--- src/rtl/bus_pkg.sv ---
// Shared types and defaults for the two-requester shared-wire arbiter.
package bus_pkg;

  localparam int unsigned HOLD_MAX_DEF = 8;
  localparam int unsigned TURN_CYC_DEF = 1;
  localparam int unsigned CNT_W        = 8;

  typedef enum logic [1:0] {
    IDLE  = 2'd0,
    OWN_A = 2'd1,
    OWN_B = 2'd2,
    TURN  = 2'd3
  } arb_state_e;

  typedef enum logic {
    OWNER_A = 1'b0,
    OWNER_B = 1'b1
  } owner_e;

  typedef struct packed {
    owner_e owner;
    logic   data;
  } rd_beat_t;

  // Arbitration applied from IDLE and at TURN exit; ties go to the side not served last.
  function automatic arb_state_e arb_pick(input logic req_a, input logic req_b,
                                          input owner_e last);
    arb_state_e st;
    st = IDLE;
    if (req_a && req_b) st = (last == OWNER_B) ? OWN_A : OWN_B;
    else if (req_a)     st = OWN_A;
    else if (req_b)     st = OWN_B;
    return st;
  endfunction

endpackage

--- src/rtl/bus_arbiter_if.sv ---
// Request/grant and read-sample signals between the arbiter and its two requesters.
interface bus_arbiter_if;
  logic req_a;
  logic req_b;
  logic bus_in;
  logic grant_a;
  logic grant_b;
  logic idle;
  logic rd_data;
  logic rd_valid;
  logic rd_owner;
  logic preempt;

  modport slave (
    input  req_a, req_b, bus_in,
    output grant_a, grant_b, idle, rd_data, rd_valid, rd_owner, preempt
  );

  modport master (
    output req_a, req_b, bus_in,
    input  grant_a, grant_b, idle, rd_data, rd_valid, rd_owner, preempt
  );
endinterface

--- src/rtl/arb_counter.sv ---
// Saturating up/down counter with synchronous clear and terminal-count flag.
module arb_counter
  import bus_pkg::*;
#(
  parameter int unsigned W = CNT_W
) (
  input  logic         clk,
  input  logic         rst_n,
  input  logic         clr_i,
  input  logic         en_i,
  input  logic         dn_i,
  input  logic [W-1:0] lim_i,
  output logic         tc_c
);

  logic [W-1:0] cnt_q, cnt_d;

  always_comb begin
    cnt_d = cnt_q;
    if (clr_i) begin
      cnt_d = '0;
    end else if (en_i) begin
      if (dn_i) begin
        if (cnt_q != '0) cnt_d = cnt_q - W'(1);
      end else if (cnt_q < lim_i) begin
        cnt_d = cnt_q + W'(1);
      end
    end
  end

  always_ff @(posedge clk or negedge rst_n) begin
    if (!rst_n) cnt_q <= '0;
    else        cnt_q <= cnt_d;
  end

  assign tc_c = dn_i ? (cnt_q == '0) : (cnt_q == lim_i);

endmodule

--- src/rtl/bus_arbiter.sv ---
// Round-robin owner arbiter for one shared wire: hold limit, turnaround gap,
// and a registered sample of the wire while it is owned.
module bus_arbiter
  import bus_pkg::*;
#(
  parameter int unsigned HOLD_MAX = HOLD_MAX_DEF,
  parameter int unsigned TURN_CYC = TURN_CYC_DEF
) (
  input  logic         hz100,
  input  logic         reset,
  bus_arbiter_if.slave bus
);

  localparam logic [CNT_W-1:0] HOLD_LIM = CNT_W'(HOLD_MAX - 1);
  localparam logic [CNT_W-1:0] TURN_LIM = CNT_W'(TURN_CYC - 1);

  arb_state_e state_q, state_d;
  owner_e     last_q, last_d;
  logic       preempt_q, preempt_d;
  logic       grant_a_q, grant_b_q, idle_q;
  logic       rd_valid_q;
  rd_beat_t   rd_q;
  logic       hold_clr, hold_en, hold_tc;
  logic       turn_clr, turn_en, turn_tc;
  logic       own;

  assign own = (state_q == OWN_A) || (state_q == OWN_B);

  arb_counter #(.W(CNT_W)) u_hold (
    .clk   (hz100),
    .rst_n (reset),
    .clr_i (hold_clr),
    .en_i  (hold_en),
    .dn_i  (1'b0),
    .lim_i (HOLD_LIM),
    .tc_c  (hold_tc)
  );

  arb_counter #(.W(CNT_W)) u_turn (
    .clk   (hz100),
    .rst_n (reset),
    .clr_i (turn_clr),
    .en_i  (turn_en),
    .dn_i  (1'b0),
    .lim_i (TURN_LIM),
    .tc_c  (turn_tc)
  );

  // Next state; a release on the hold-limit cycle takes priority over preemption.
  always_comb begin
    state_d   = state_q;
    last_d    = last_q;
    preempt_d = 1'b0;
    hold_clr  = 1'b0;
    turn_clr  = 1'b0;
    hold_en   = own;
    turn_en   = (state_q == TURN);
    case (state_q)
      IDLE: state_d = arb_pick(bus.req_a, bus.req_b, last_q);
      OWN_A: begin
        if (!bus.req_a) begin
          state_d = TURN;
        end else if (hold_tc && bus.req_b) begin
          state_d   = TURN;
          preempt_d = 1'b1;
        end
      end
      OWN_B: begin
        if (!bus.req_b) begin
          state_d = TURN;
        end else if (hold_tc && bus.req_a) begin
          state_d   = TURN;
          preempt_d = 1'b1;
        end
      end
      TURN: if (turn_tc) state_d = arb_pick(bus.req_a, bus.req_b, last_q);
      default: state_d = IDLE;
    endcase
    if (state_d == OWN_A && state_q != OWN_A) begin
      last_d   = OWNER_A;
      hold_clr = 1'b1;
    end
    if (state_d == OWN_B && state_q != OWN_B) begin
      last_d   = OWNER_B;
      hold_clr = 1'b1;
    end
    if (state_d == TURN && state_q != TURN) turn_clr = 1'b1;
  end

  always_ff @(posedge hz100 or negedge reset) begin
    if (!reset) begin
      state_q   <= IDLE;
      last_q    <= OWNER_B;
      preempt_q <= 1'b0;
      grant_a_q <= 1'b0;
      grant_b_q <= 1'b0;
      idle_q    <= 1'b1;
    end else begin
      state_q   <= state_d;
      last_q    <= last_d;
      preempt_q <= preempt_d;
      grant_a_q <= (state_d == OWN_A);
      grant_b_q <= (state_d == OWN_B);
      idle_q    <= (state_d == IDLE) || (state_d == TURN);
    end
  end

  // Wire sample taken only while someone owns it; holds otherwise.
  always_ff @(posedge hz100 or negedge reset) begin
    if (!reset) begin
      rd_q       <= '0;
      rd_valid_q <= 1'b0;
    end else begin
      rd_valid_q <= own;
      if (own) rd_q <= '{owner: (state_q == OWN_B) ? OWNER_B : OWNER_A, data: bus.bus_in};
    end
  end

  assign bus.grant_a  = grant_a_q;
  assign bus.grant_b  = grant_b_q;
  assign bus.idle     = idle_q;
  assign bus.preempt  = preempt_q;
  assign bus.rd_data  = rd_q.data;
  assign bus.rd_owner = rd_q.owner;
  assign bus.rd_valid = rd_valid_q;

endmodule

--- src/flat_wrapper.sv ---
// flat-port wrapper written by rule: the top's interface ports become plain ports
module bus_arbiter_flat import bus_pkg::*;
#(
  parameter int unsigned HOLD_MAX = HOLD_MAX_DEF,
  parameter int unsigned TURN_CYC = TURN_CYC_DEF
)
  (hz100, reset, bus_req_a, bus_req_b, bus_bus_in, bus_grant_a, bus_grant_b, bus_idle, bus_rd_data, bus_rd_valid, bus_rd_owner, bus_preempt);
  bus_arbiter_if bus_i ();
  input  logic hz100;
  input  logic reset;
  input wire logic [$bits(bus_i.req_a)-1:0] bus_req_a;
  input wire logic [$bits(bus_i.req_b)-1:0] bus_req_b;
  input wire logic [$bits(bus_i.bus_in)-1:0] bus_bus_in;
  output wire logic [$bits(bus_i.grant_a)-1:0] bus_grant_a;
  output wire logic [$bits(bus_i.grant_b)-1:0] bus_grant_b;
  output wire logic [$bits(bus_i.idle)-1:0] bus_idle;
  output wire logic [$bits(bus_i.rd_data)-1:0] bus_rd_data;
  output wire logic [$bits(bus_i.rd_valid)-1:0] bus_rd_valid;
  output wire logic [$bits(bus_i.rd_owner)-1:0] bus_rd_owner;
  output wire logic [$bits(bus_i.preempt)-1:0] bus_preempt;
  assign bus_i.req_a = bus_req_a;
  assign bus_i.req_b = bus_req_b;
  assign bus_i.bus_in = bus_bus_in;
  assign bus_grant_a = bus_i.grant_a;
  assign bus_grant_b = bus_i.grant_b;
  assign bus_idle = bus_i.idle;
  assign bus_rd_data = bus_i.rd_data;
  assign bus_rd_valid = bus_i.rd_valid;
  assign bus_rd_owner = bus_i.rd_owner;
  assign bus_preempt = bus_i.preempt;
  bus_arbiter #(.HOLD_MAX(HOLD_MAX), .TURN_CYC(TURN_CYC)) u_core (.hz100(hz100), .reset(reset), .bus(bus_i));
endmodule
--- config.mk ---
export PLATFORM = sky130hd
export DESIGN_NAME = bus_arbiter_flat
export DESIGN_NICKNAME = d
export VERILOG_FILES = /design/src/rtl/bus_pkg.sv /design/src/rtl/bus_arbiter_if.sv /design/src/rtl/arb_counter.sv /design/src/rtl/bus_arbiter.sv /design/src/flat_wrapper.sv
export SDC_FILE = /design/constraint.sdc
export NUM_CORES = 1
export LEC_CHECK = 0
export CORE_ASPECT_RATIO = 0.9
export CORE_MARGIN = 3
export CORE_UTILIZATION = 50
export CTS_BUF_LIST = sky130_fd_sc_hd__clkbuf_4 sky130_fd_sc_hd__clkbuf_8
export CTS_CLUSTER_SIZE = 40
export DETAILED_ROUTE_END_ITERATION = 8
export PLACE_DENSITY_LB_ADDON = 0.15
export SLEW_MARGIN = 40
export SYNTH_ARGS = -nofsm -noshare
export SYNTH_HDL_FRONTEND = slang
export SYNTH_SLANG_ARGS = --single-unit
--- constraint.sdc ---
create_clock -name hz100 -period 2.5 [get_ports hz100]
set_input_delay 0.375 -clock hz100 [delete_from_list [all_inputs] [get_ports hz100]]
set_output_delay 0.375 -clock hz100 [all_outputs]
set_load 0.01 [all_outputs]
### Yosys cells after proc, flatten, opt, wreduce, memory -nomap -nowiden

Index checks and enable logic that the tools add are counted.

* flip-flop bits (word level): 26
* bits of input ports: 5

* add/subtract/negate cells: 2
* magnitude comparators: 2
* equality and inequality tests: 10
* multiplexer cells: 27
* reduce and logical (&&, ||, !) cells: 18

Operators with widths (count)
* $mux W8: 6
* $mux W2: 9
* $add A8 B1 Y8 const B: 2
* $mux W1: 10
* $reduce_bool A2 Y1: 5
* $eq A2 B2 Y1 const B: 4
* $eq A8 B3 Y1 const B: 1
* $logic_not A8 Y1: 1
* $lt A8 B1 Y1 const B: 1
* $lt A8 B3 Y1 const B: 1
* $pmux W2 S4: 1
* $logic_and A1 B1 Y1: 6
* $eq A2 B1 Y1 const B: 2
* $logic_not A2 Y1: 2
* $ne A2 B2 Y1 const B: 2
* $reduce_and A2 Y1: 2
* $logic_or A1 B1 Y1: 2
* $ne A2 B1 Y1 const B: 1
* $pmux W1 S2: 1

### Longest topological paths before layout

Gate-level depths: netlist (run 1).

* depth in word-level cells: 11
* gate-level depth with buffers: 11
* gate-level depth less buffers: 10

### Cells and area by module

A second synthesis (run 1) with hierarchy kept.

* cell total of the unflattened synthesis: 267
* area total of the unflattened synthesis: 2384.8 um^2

By module, submodules not included
* arb_counter: instances 2, cells each 109, area each 919.6 um^2
* bus_arbiter: instances 1, cells each 49, area each 545.5 um^2

### Worst setup path after synthesis (run 1)

OpenSTA, ideal clock, no wires.

* path kind: flip-flop to flip-flop
* start point: register u_core.state_q[0]
* end point: register u_core.u_hold.cnt_q[0]
* setup time: 146 ps
* arrival time: 2384 ps
* required time: 2354 ps
* path slack: -30 ps
* stages on the path, launching flop included: 10
* path buffers: 1
* period minus slack after synthesis: 2530 ps
* cell sequence: dfrtp_1 inv_1 ha_1 buf_1 or3_1 o22ai_1 ha_1 nand2b_1 a22oi_1 a21oi_1

* cells in the longest elaborated chain, start to end: 9

RTL lines
* from (decl): line bus_arbiter.sv:17 `arb_state_e state_q, state_d;`
* from (signal assigned): line bus_arbiter.sv:99 `state_q <= state_d;`
* $mux W2 (on tied branches): line bus_arbiter.sv:71, bus_arbiter.sv:63
* $mux W2 (on tied branches): line bus_arbiter.sv:69, bus_arbiter.sv:61
* $pmux W2 S4: line bus_arbiter.sv:58 `case (state_q)`
* $eq A2 B1 Y1: line bus_arbiter.sv:79 `if (state_d == OWN_A && state_q != OWN_A) begin`
* $logic_and A1 B1 Y1: line bus_arbiter.sv:79
* $mux W1: line bus_arbiter.sv:79
* $mux W1: line bus_arbiter.sv:83 `if (state_d == OWN_B && state_q != OWN_B) begin`
* $reduce_bool A2 Y1 (no source line)
* $reduce_and A2 Y1 (no source line)
* to (signal assigned): line arb_counter.sv:33 `else cnt_q <= cnt_d;`
* to (decl): line arb_counter.sv:16 `logic [W-1:0] cnt_q, cnt_d;`

Parallel ways exist; a longest one is shown, timed or not.
A chain may end at the register's enable or synchronous reset.

### Final worst setup path (run 1)

* start point: register u_core.u_hold.cnt_q[3]
* end point: register u_core.u_hold.cnt_q[2]

* cells in the longest elaborated chain, start to end: 11

RTL lines
* $eq A8 B3 Y1: line arb_counter.sv:36 `assign tc_c = dn_i ? (cnt_q == '0) : (cnt_q == lim_i);`
* $logic_and A1 B1 Y1 (on tied branches): line bus_arbiter.sv:71, bus_arbiter.sv:63
* $mux W2 (on tied branches): line bus_arbiter.sv:71, bus_arbiter.sv:63
* $mux W2 (on tied branches): line bus_arbiter.sv:69, bus_arbiter.sv:61
* $pmux W2 S4: line bus_arbiter.sv:58
* $eq A2 B1 Y1: line bus_arbiter.sv:79
* $logic_and A1 B1 Y1: line bus_arbiter.sv:79
* $mux W1: line bus_arbiter.sv:79
* $mux W1: line bus_arbiter.sv:83
* $reduce_bool A2 Y1 (no source line)
* $reduce_and A2 Y1 (no source line)

Parallel ways exist; a longest one is shown, timed or not.

==> results of run 1 <==
per-stage QoR:
| step | setup TNS (ns) | cells | cell area [um2] |
|---|---|---|---|
| after global routing | -0.124 | 120 | 1170 |
| after global placement | 0 | 114 | 1090 |
| after detailed placement | 0 | 114 | 1090 |
| after CTS | 0 | 118 | 1130 |
| after floorplan | 0 | 71 | 877 |
| final | 0 | 120 | 1170 |
worst paths after layout:
| kind | slack (ns) | to |
|---|---|---|
| worst max-delay path | 0.04 | u_core.u_hold.cnt_q[2] |
| worst min-delay path | 0.49 | u_core.last_q |
| worst max register to register | 0.04 | u_core.u_hold.cnt_q[2] |
| worst min register to register | 0.49 | u_core.last_q |
| max in group asynchronous | 1.67 | u_core.last_q |
| min in group asynchronous | 0.52 | u_core.state_q[1] |
logic make-up (layout without fill, tap and decap cells):
| family | count (synthesis) | after routing | synth area share [%] |
|---|---|---|---|
| fa+ha+maj | 4 | 4 | 5.74 |
| buf+inv | 5 | 32 | 2.15 |
| simple gates | 15 | 15 | 9.18 |
| mux | 5 | 5 | 6.03 |
| flops | 18 | 18 | 51.9 |
| xor+xnor | 1 | 1 | 1.00 |
| compound gates | 23 | 23 | 24.0 |
timing repair:
action / 4_1_cts / 5_1_grt
endpoints found under the setup margin: 0 / 9
endpoints found under the hold margin: 0 / 9
resized for setup: 0 / 5
hold buffers: 0 / 1
buffers inserted: 0 / 1
flip-flops by register name, indices dropped and copies added, names as in the netlist:
signal / flops
u_core.bus.idle: 1
u_core.bus.grant_b: 1
u_core.bus.rd_data: 1
u_core.bus.preempt: 1
u_core.bus.grant_a: 1
u_core.bus.rd_valid: 1
u_core.bus.rd_owner: 1
u_core.last_q: 1
u_core.state_q: 2
u_core.u_hold.cnt_q: 8
cell usage after synthesis (all sizes together):
| master | n | area share [%] |
|---|---|---|
| nand2 | 3 | 1.3 |
| o311ai | 1 | 1.0 |
| o41ai | 1 | 1.0 |
| a31oi | 1 | 0.72 |
| a2111oi | 1 | 3.2 |
| a41oi | 1 | 1.0 |
| xnor2 | 1 | 1.0 |
| mux2 | 2 | 2.6 |
| nand2b | 1 | 0.72 |
| and3 | 2 | 1.4 |
| nor2 | 3 | 1.3 |
| a22oi | 1 | 0.86 |
| dfstp | 2 | 6.0 |
| nor3 | 2 | 1.1 |
| mux2i | 3 | 3.4 |
| a21o | 1 | 0.86 |
| o311a | 1 | 2.4 |
| ha | 4 | 5.7 |
| a21oi | 6 | 3.4 |
| o22ai | 1 | 0.72 |
| buf | 1 | 0.43 |
| a31o | 1 | 1.0 |
| nor2b | 1 | 0.72 |
| a21boi | 4 | 3.4 |
| a311oi | 1 | 1.0 |
| or4 | 1 | 1.3 |
| inv | 4 | 1.7 |
| dfrtp | 16 | 46 |
| o31ai | 2 | 3.3 |
| nand3 | 1 | 0.57 |
| or3 | 1 | 0.72 |
placed cells by master (no fill, tap or decap), types with 2 or more instances in the layout:
| cell type | n |
|---|---|
| clkdlybuf4s50_1 | 10 |
| buf_4 | 12 |
| mux2_1 | 2 |
| dfstp_2 | 2 |
| dfrtp_1 | 16 |
| nor2_1 | 3 |
| nand2_1 | 3 |
| clkbuf_4 | 3 |
| inv_1 | 3 |
| ha_1 | 3 |
| a21boi_1 | 4 |
| nor3_1 | 2 |
| and3_1 | 2 |
| a21oi_1 | 6 |
| mux2i_1 | 3 |
layer usage:
layer,GRT usage (%),vias up
met2,27.9,29
met4,4.97,0
li1,-,325
met1,21.6,336
met3,7.54,7
met5,0,-
where the power goes:
| group | switching [uW] | internal (uW) |
|---|---|---|
| registers | 67.8 | 402 |
| clock network | 88.1 | 88.9 |
| logic | 500 | 524 |
| total | 656 | 1010 |
final cells by class:
class                   instances  area share [%]
clock buffers                   4            3.09
well taps                      22            2.35
repair buffers                 24            17.5
inverters                       4            1.28
flip-flops and latches         18            38.6
multi-input cells              48            37.1
critical path: stages, from the launching register on:
cell,delay [ns]
dfrtp_1,0.40
or4_4,0.56
buf_4,0.18
o31ai_1,0.31
o22ai_1,0.17
ha_1,0.23
nand2b_1,0.13
buf_4,0.15
o31ai_4,0.10
a21oi_1,0.17
==> results by stage, run 1 <==
Timing:
- The worst path in the final design needs a cycle of between 2 and 2.5 ns, including I/O delays and setup.
- Clock skew on the completed layout was measured at 0.00142 ns.
- The final critical path takes up 98.5% of the cycle.
- The smallest setup slack after layout is 0.0373 ns.
- Hold timing on the final database bottoms out at a slack of 0.494 ns.
- The hold violation total from the final report is 0.
- For this run, the top clock speed supported by timing is 0.406 GHz.
- The worst slew slack as a fraction of its limit is between 70% and 80%.
- The total count of max-transition violations in the final report is 0.
- The pin slew with the least headroom to its limit is 0.385 ns.
- The total of endpoints with negative setup slack in the final report is 0.

Clocking:
- The buffer levels on the longest clock path is 2.
- The later pin in the worst-skew pair is clocked with a latency of roughly 0.29 ns.
- Counting every sink on the clock net gives 18.
- The H-tree depth is 1.
- The CTS tree is built.
- After clock tree synthesis, the clock-pin slew on the worst setup and hold paths is 0.10 ns.
- The total CTS buffers is 3.
- The root cell of the clock tree is clkbuf_4.

Synth:
- The number of nets in the synthesized netlist is 80.
- The count of warnings emitted by yosys is 0.
- The number of standard cells after synthesis is around 70.
- The synthesized design contains 18 register bits.
- The post-synthesis area per instance is 12.3 um2.
- The share of the Yosys chip area taken by registers is 51.9%.
- The total standard cell area after synthesis is 872 um2.
- The distinct cell type count after synthesis is 32.

Final layout:
- The share of final-layout standard cells stronger than drive strength 1 is 27.6%.
- The final cell utilization of the core is between 70% and 80%.
- The total inserted antenna cells is 0.
- The footprint of the flip-flops and latches is about 450 um2.
- Counting the fill cells in the layout gives 98.
- The total number of nets in the final design is ~110.
- The area of the multi-input gates is 435 um2.
- The area growth from synthesis to layout is 34.4%.

Detailed routing:
- Detailed routing placed a total of 106 um of wire on met3.
- The via count is about 700.
- Using the TritonRoute via totals, the vias-per-cell ratio works out to 5.81.
- The final wirelength is 1770 um.
- The detailed-route wire length per cell is 14.7 um.
- For this block, the initial DRC count from the detailed router was 34.
- The routed length on met1 is 842 um.
- Signal routing reaches up to met4.
- Before antenna repair, the detailed router went through 5 iterations.
- The number of nets still failing antenna checks after routing is 0.
- The number of DRC violations after detailed routing is 0.
- The routed design uses ~800 um of met2 wire.

Placed design:
- The wire-length estimate of the detail-placed layout is roughly 1300 um.
- OpenSTA, run right after detailed placement, puts the worst setup slack at ~0.030 ns.
- Routability-driven placement finished with a final weighted congestion of between 0.8 and 0.9.
- Input and output buffers added on the ports amount to 11.

Worst setup path:
- The number of cells on the worst reg-to-reg path is 9.
- The data required time at the worst endpoint is 2.73 ns.
- The startpoint identified for the worst register-to-register timing path is u_core.u_hold.cnt_q[3].
- The launch point of the worst path is u_core.u_hold.cnt_q[3].
- The largest fanout on the critical path is 8.
- STA classifies the critical path endpoint as a register.
- The worst setup path is of the register to register kind.
- Data on the critical path arrives at its endpoint at 2.69 ns.
- The worst setup path is launched from a register.

Pwr:
- Summed over all cells, the static leakage comes to roughly 0.00054 uW.
- IR analysis of the VDD net gives a maximum drop of 1.02 mV.
- The design draws between 1500 and 2000 uW.
- The power density of the placed cells is 1430 nW/um2.

Global route:
- Entering global routing, the biggest net connects 19 pins.
- The global-route usage over all layers is 17.4%.
- The initial antenna violation count is 0.
- The global-route wire length before repair is approximately 2900 um.
- The total overflow left after global routing is 0.
- The via count of the first global-routing pass was 639.

Run:
- The max-cap violation count is 0.

Worst hold path:
- The tightest min-delay check is of the register to register type.
- The worst hold path startpoint is u_core.last_q.
- Counting instances, the worst hold path has a depth of 2.

Run status:
- The run finished with clean final reports.

Floorplan:
- The number of standard-cell rows in the floorplan is 13.
- The placeable core region is 1550 um2.
- The floorplan die height is 45.6 um.
- During I/O placement, the number of pins put on the boundary was 12.
- The die area is ~2300 um2.
- The initial core utilization is 56.4%.
- The width of the die is ~50 um.
No activity file was read; power rests on OpenSTA's default activity.
==> run 2, diff against run 1 <==
SETUP_SLACK_MARGIN = 0.1   (was unset)
==> results by stage, run 2 (synthesized netlist as in run 1, its figures left out) <==
Run status:
- The flow ran to the end, and the final reports show no timing, DRC or antenna violations.

Floorplan:
- The placeable core region is 1550 um2 (unchanged).
- The initial core utilization was 56.4% (unchanged).
- The number of top-level pins is 12 (unchanged).
- The number of standard-cell rows in the floorplan was 13 (unchanged).
- The floorplan die height is 45.6 um (unchanged).
- The die area is 2280 um2 (unchanged).
- The width of the die was 50.0 um (unchanged).

Pwr:
- The power density of the placed cells was 1410 nW/um2 (-0.90%).
- The maximum vdd ir drop is 0.937 mV (-8.5%).
- The total internal power is 1030 uW (+1.0%).
- The share of total power in the clock network is 8.0% (-2.6 points).
- The switching power of the nets is 663 uW (+1.0%).
- The register share of total power is 27.9% (-0.2 points).
- The static power due to leakage was 0.000538 uW (+0.39%).
- The part of the total power dissipated in combinational logic is 64.1% (+2.8 points).
- The switching power share of the total is 39.3% (about the same).

Worst setup path:
- The data required time at the worst endpoint is 2.66 ns (-0.07 ns).
- The worst reg2reg path depth is 9 (unchanged).
- The critical path in this run is classified as register to register.
- STA classifies the critical path startpoint as a register.
- In this run the critical register-to-register path is captured at u_core.u_hold.cnt_q[7].
- The worst reg-to-reg setup slack came to 0.19 ns (+0.15 ns).
- The critical path ends at u_core.u_hold.cnt_q[7].
- The critical path starts at u_core.u_hold.cnt_q[5].
- STA classifies the critical path endpoint as a register.
- The largest fanout on the critical path is 8 (unchanged).
- The arrival time of the worst setup path is 2.46 ns (-0.23 ns).
- The worst register-to-register path begins at u_core.u_hold.cnt_q[5].

Clocking:
- The H-tree depth came to 1 (unchanged).
- The hold buffer count at CTS came to 0 (unchanged).
- TritonCTS built the clock tree.
- The source-to-sink clock delay at the later pin of the worst-skew pair is 0.29 ns (about the same).
- The number of sinks handled by clock tree synthesis is 18 (unchanged).
- The total CTS buffers was 3 (unchanged).
- The root cell of the clock tree is clkbuf_4.
- The clock transition at the registers of the reported paths is 0.08 ns (-0.02 ns).
- The buffer levels on the longest clock path came to 2 (unchanged).

Worst hold path:
- The min-delay analysis places its worst path in the category register to register.
- The worst hold path stage count is 2 (unchanged).

Global route:
- The total grt overflow is 0 (unchanged).
- The global-route usage over all layers is 18.4% (+0.98 points).
- The initial antenna violation count is 0 (unchanged).
- The pin count of the biggest net entering global routing is 19 (unchanged).
- The via count of the first global-routing pass is 684 (+7.0%).
- The global-route wire length before repair was 3070 um (+5.9%).

Timing:
- The total of endpoints with negative setup slack in the final report is 0 (unchanged).
- The pin slew with the least headroom to its limit is 0.737 ns (+0.353 ns).
- The worst-case clock skew was 0.00815 ns (+0.00672 ns).
- The hold violation total from the final report came to 0 (unchanged).
- The worst slew slack as a fraction of its limit came to 50.7% (-24 points).
- The sum of negative setup slack is 0 ns (unchanged).
- The total count of max-transition violations in the final report is 0 (unchanged).
- The share of the clock period used by the worst path after layout is 92.3% (-6.2 points).
- The maximum clock frequency came to 0.433 GHz (+6.7%).
- Setup repair after global routing left no endpoint under its margin.
- The clock period minus final worst setup slack came to 2.31 ns (-0.154 ns).

Final layout:
- Counting flops per register, the top entry is u_core.u_hold.cnt_q.
- The share of final-layout standard cells stronger than drive strength 1 is 32.7% (+5.1 points).
- The number of flip-flops under the largest register name is 8 (unchanged).
- From synthesis to final layout, the design area changed by 37.0%.
- The final cell utilization of the core is 77.3% (+1.5 points).
- The total number of nets in the final design came to 109 (+0.93%).
- The total inserted antenna cells came to 0 (unchanged).
- The library cells used most frequently in the layout, excluding fill and tap cells, are 16 x dfrtp_1, 13 x buf_4, 11 x clkdlybuf4s50_1.
- Leaving out fill and tap cells, the most frequent cell in the layout is dfrtp_1.
- The largest registers in the layout are u_core.u_hold.cnt_q: 8 flops, u_core.state_q: 2 flops.

Detailed routing:
- The final wirelength came to 1800 um (+1.8%).
- The detailed-route vias per instance is 5.67 (-2.4%).
- The number of DRC violations after detailed routing is 0 (unchanged).
- The via count came to 680 (-2.4%).
- The detailed-route wire length per cell is 15.0 um (+1.8%).
- The starting DRC count in detailed routing is 14 (-59%).
- The first-pass iteration count of the detailed router is 4 (-1).
- The number of nets still failing antenna checks after routing is 0 (unchanged).

Placed design:
- The quantity of I/O buffers inserted on ports is 11 (unchanged).
- The final weighted congestion in routability-driven placement is 0.838 (-0.46%).
- The sum of net half-perimeters after detailed placement is 1280 um (-0.37%).

Run:
- The max-cap violation count is 0 (unchanged).
==> run 2: power by group through the flow <==
stage / clock (uW) / combinational [uW] / sequential (uW)
6_report: 135 / 1080 / 472
5_1_grt: 149 / 1190 / 485
4_1_cts: 142 / 990 / 467
3_5_place_dp: 0 / 929 / 470
3_3_place_gp: 0 / 910 / 465
2_1_floorplan: 0 / 569 / 478
==> run 2: worst min-delay path by stage <==
| stage | slack [ns] | start | to |
|---|---|---|---|
| floorplan | 0.08 | reset | u_core.bus.grant_a |
| global placement | 0.47 | u_core.bus.rd_data | u_core.bus.rd_data |
| detailed placement | 0.49 | u_core.bus.rd_data | u_core.bus.rd_data |
| CTS | 0.51 | u_core.last_q | u_core.last_q |
| global route | 0.53 | u_core.bus.rd_data | u_core.bus.rd_data |
| finish | 0.50 | u_core.last_q | u_core.last_q |
==> run 2: final cells by class <==
type | count | area, um2
multi-input combinational | 48 | 458
sequential | 18 | 453
tap | 22 | 27.5
fill | 94 | 350
inverter | 4 | 15.0
clock buffer | 3 | 22.5
timing repair buffer | 25 | 219
==> run 2: critical path, stage by stage, from the launching register on <==
cell      delay [ns]
dfrtp_1         0.38
or4_4           0.56
o311ai_4        0.26
a21o_1          0.20
a31o_1          0.15
ha_2            0.22
nand2b_4        0.06
buf_4           0.14
o31ai_4         0.09
a21boi_1        0.12
==> run 2: metal layers <==
| layer | up-vias | wire length (um) | track usage (%) |
|---|---|---|---|
| li1 | 323 | - | - |
| met1 | 335 | 808 | 21.7 |
| met5 | - | 0 | 0 |
| met2 | 18 | 865 | 30.7 |
| met3 | 4 | 94 | 6.23 |
| met4 | 0 | 30 | 8.29 |
==> run 2: timing repair <==
item	CTS	global route
buffers inserted	0	4
gates resized for setup	5	5
pin swaps	1	8
endpoints found under the setup margin	8	8
==> run 2: metrics by stage <==
| step | hold WS [ns] | cells | instance area, um2 | power [uW] | setup WS, ns |
|---|---|---|---|---|---|
| after floorplan | 0.0794 | 71 | 878 | 1050 | 0.107 |
| after CTS | 0.506 | 116 | 1140 | 1600 | 0.107 |
| after detailed placement | 0.489 | 113 | 1090 | 1400 | 0.0379 |
| after global placement | 0.474 | 113 | 1090 | 1380 | 0.102 |
| final | 0.499 | 120 | 1190 | 1690 | 0.192 |
| after global routing | 0.532 | 120 | 1190 | 1820 | 0.0747 |
==> run 3, diff against run 2 <==
CORE_MARGIN = unset   (was 3)
==> results by stage, run 3 (synthesized netlist as in run 1, its figures left out) <==
Floorplan:
- The placeable core region was 1530 um2 (-1.1%).
- The number of standard-cell rows in the floorplan is 13 (unchanged).
- The die area was 1920 um2 (-16%).
- The initial core utilization is 57.0% (+0.60 points).
- The floorplan die height is 41.6 um (-8.8%).
- The width of the die is 46.0 um (-8.0%).
- The number of top-level pins is 12 (unchanged).

Final layout:
- The register containing the most flip-flops in the final layout is u_core.u_hold.cnt_q.
- The total number of nets in the final design is 109 (unchanged).
- The total inserted antenna cells is 0 (unchanged).
- The growth of design area from synthesis to finish is 39.0%.
- The commonest non-fill, non-tap cell in the layout is dfrtp_1.
- The number of flip-flops under the largest register name was 8 (unchanged).
- The largest registers in the layout are u_core.u_hold.cnt_q: 8 flops, u_core.state_q: 2 flops.
- The library cells used most frequently in the layout, excluding fill and tap cells, are 16 x dfrtp_1, 13 x buf_4, 10 x clkdlybuf4s50_1.
- The post-layout instance area is 1210 um2 (+1.5%).
- The share of final-layout standard cells stronger than drive strength 1 is 34.3% (+1.7 points).

Clocking:
- The H-tree depth is 1 (unchanged).
- The total CTS buffers is 3 (unchanged).
- TritonCTS built the clock tree.
- The tree is rooted in a clkbuf_4.
- The hold buffer count at CTS is 0 (unchanged).
- The source-to-sink clock delay at the later pin of the worst-skew pair is 0.30 ns (about the same).
- The clock transition at the registers of the reported paths is 0.11 ns (+0.03 ns).
- The number of sinks handled by clock tree synthesis is 18 (unchanged).
- The buffer levels on the longest clock path is 2 (unchanged).

Timing:
- Setup repair after global routing could not meet its margin everywhere.
- The total of endpoints with negative setup slack in the final report came to 0 (unchanged).
- The clock period minus final worst setup slack is 2.35 ns (+0.0378 ns).
- The sum of negative setup slack is 0 ns (unchanged).
- The pin slew with the least headroom to its limit is 0.404 ns (-0.333 ns).
- The worst-case clock skew is 0.0117 ns (+0.00358 ns).
- The share of the clock period used by the worst path after layout came to 93.8% (+1.5 points).
- The hold violation total from the final report is 16 (+16).
- The worst-case hold slack is -0.0283 ns (-0.527 ns).
- The maximum clock frequency is 0.426 GHz (-1.6%).
- The total count of max-transition violations in the final report is 0 (unchanged).
- The worst slew slack as a fraction of its limit came to 73.1% (+22 points).

Worst hold path:
- The path class of the tightest hold or removal check is primary input to asynchronous set/reset pin.

Pwr:
- The static power due to leakage is 0.000548 uW (+1.9%).
- The maximum vdd ir drop is 1.22 mV (+31%).
- The power density of the placed cells is 1450 nW/um2 (+2.6%).

Worst setup path:
- The worst reg-to-reg setup slack was 0.15 ns (-0.04 ns).
- The critical path class is register to register.
- The type of destination of the critical path is a register.
- The startpoint of the lowest-slack register-to-register path is u_core.u_hold.cnt_q[3].
- The largest fanout on the critical path was 8 (unchanged).
- The arrival time of the worst setup path came to 2.50 ns (+0.04 ns).
- The worst register-to-register path ends at u_core.u_hold.cnt_q[5].
- The worst reg2reg path depth is 9 (unchanged).
- The data required time at the worst endpoint is 2.66 ns (about the same).
- The element type at the critical path start is a register.

Global route:
- The global-route usage over all layers is 21.8% (+3.4 points).
- The via count of the first global-routing pass came to 702 (+2.6%).
- The total grt overflow is 0 (unchanged).
- The initial antenna violation count is 0 (unchanged).
- The pin count of the biggest net entering global routing is 19 (unchanged).
- The global-route wire length before repair is 2990 um (-2.5%).

Run status:
- The flow ran to the end, but the final reports show violations.
- The checks that failed: negative hold slack.

Placed design:
- The instance area after placement is 1090 um2 (+0.69%).
- The final weighted congestion in routability-driven placement is 0.888 (+5.9%).
- The sum of net half-perimeters after detailed placement is 1310 um (+2.8%).
- The quantity of I/O buffers inserted on ports came to 11 (unchanged).

Detailed routing:
- The first-pass iteration count of the detailed router is 4 (unchanged).
- The via count is 690 (+1.5%).
- The detailed-route vias per instance is 5.70 (+0.63%).
- The starting DRC count in detailed routing is 15 (+1).
- The detailed-route wire length per cell came to 15.9 um (+5.8%).
- The number of nets still failing antenna checks after routing was 0 (unchanged).
- The final wirelength is 1920 um (+6.7%).
- The number of DRC violations after detailed routing is 0 (unchanged).

Run:
- The max-cap violation count was 0 (unchanged).
==> run 3: per-stage QoR <==
stage,util (%),instances,setup WS [ns],hold slack (ns),total power (uW)
final,79.3,121,0.154,-0.0283,1760
after global routing,79.3,121,0.0764,0.0171,1870
after CTS,74.5,119,0.111,0.504,1630
after detailed placement,71.5,114,-0.00939,0.484,1410
after global placement,71.5,114,0.0457,0.473,1390
after floorplan,-,71,0.107,0.0794,1050
==> run 3: area by class of cell <==
type	instances	area (um2)
Inverter	4	15.0
Multi-Input combinational cell	48	467
Timing Repair Buffer	25	214
Fill cell	101	317
Clock buffer	4	36.3
Sequential cell	18	453
Tap cell	22	27.5
==> run 3: what timing repair did <==
item / in CTS / in global routing
pin swaps: 1 / 7
endpoints found under the setup margin: 8 / 8
buffers inserted: 1 / 2
gates cloned: 0 / 0
gates resized for setup: 1 / 11
==> run 3: layer usage <==
metal	up-vias	track usage, %	wire length, um
li1	327	-	-
met1	338	29.5	888
met2	19	33.5	932
met3	6	2.61	52
met4	0	11.2	47
met5	-	0	0
==> run 3: worst max path at each step <==
stage                           startpoint                      to  slack (ns)  cells past startpoint
floorplan           u_core.u_hold.cnt_q[3]  u_core.u_hold.cnt_q[0]        0.11                      8
global placement                 bus_req_b  u_core.u_hold.cnt_q[5]        0.05                      9
detailed placement               bus_req_b  u_core.u_hold.cnt_q[5]      -0.009                      9
CTS                      u_core.state_q[0]  u_core.u_hold.cnt_q[5]        0.11                     11
global route        u_core.u_hold.cnt_q[0]  u_core.u_hold.cnt_q[7]        0.08                     10
finish              u_core.u_hold.cnt_q[3]  u_core.u_hold.cnt_q[5]        0.15                      9
==> run 3: power breakdown <==
group / internal (uW) / total (uW) / switching [uW]
Clock: 88.7 / 183 / 94.2
Sequential: 402 / 472 / 69.6
Combinational: 567 / 1100 / 536
Total: 1060 / 1760 / 700
==> run 3: critical path, cell delays in order, from the launching register on <==
cell and delay (ns):
dfrtp_1 0.40, or4_4 0.57, o311ai_4 0.25, a21o_1 0.18
a31o_1 0.13, ha_2 0.18, nand2b_1 0.10, buf_4 0.16
o31ai_4 0.10, a21boi_1 0.13
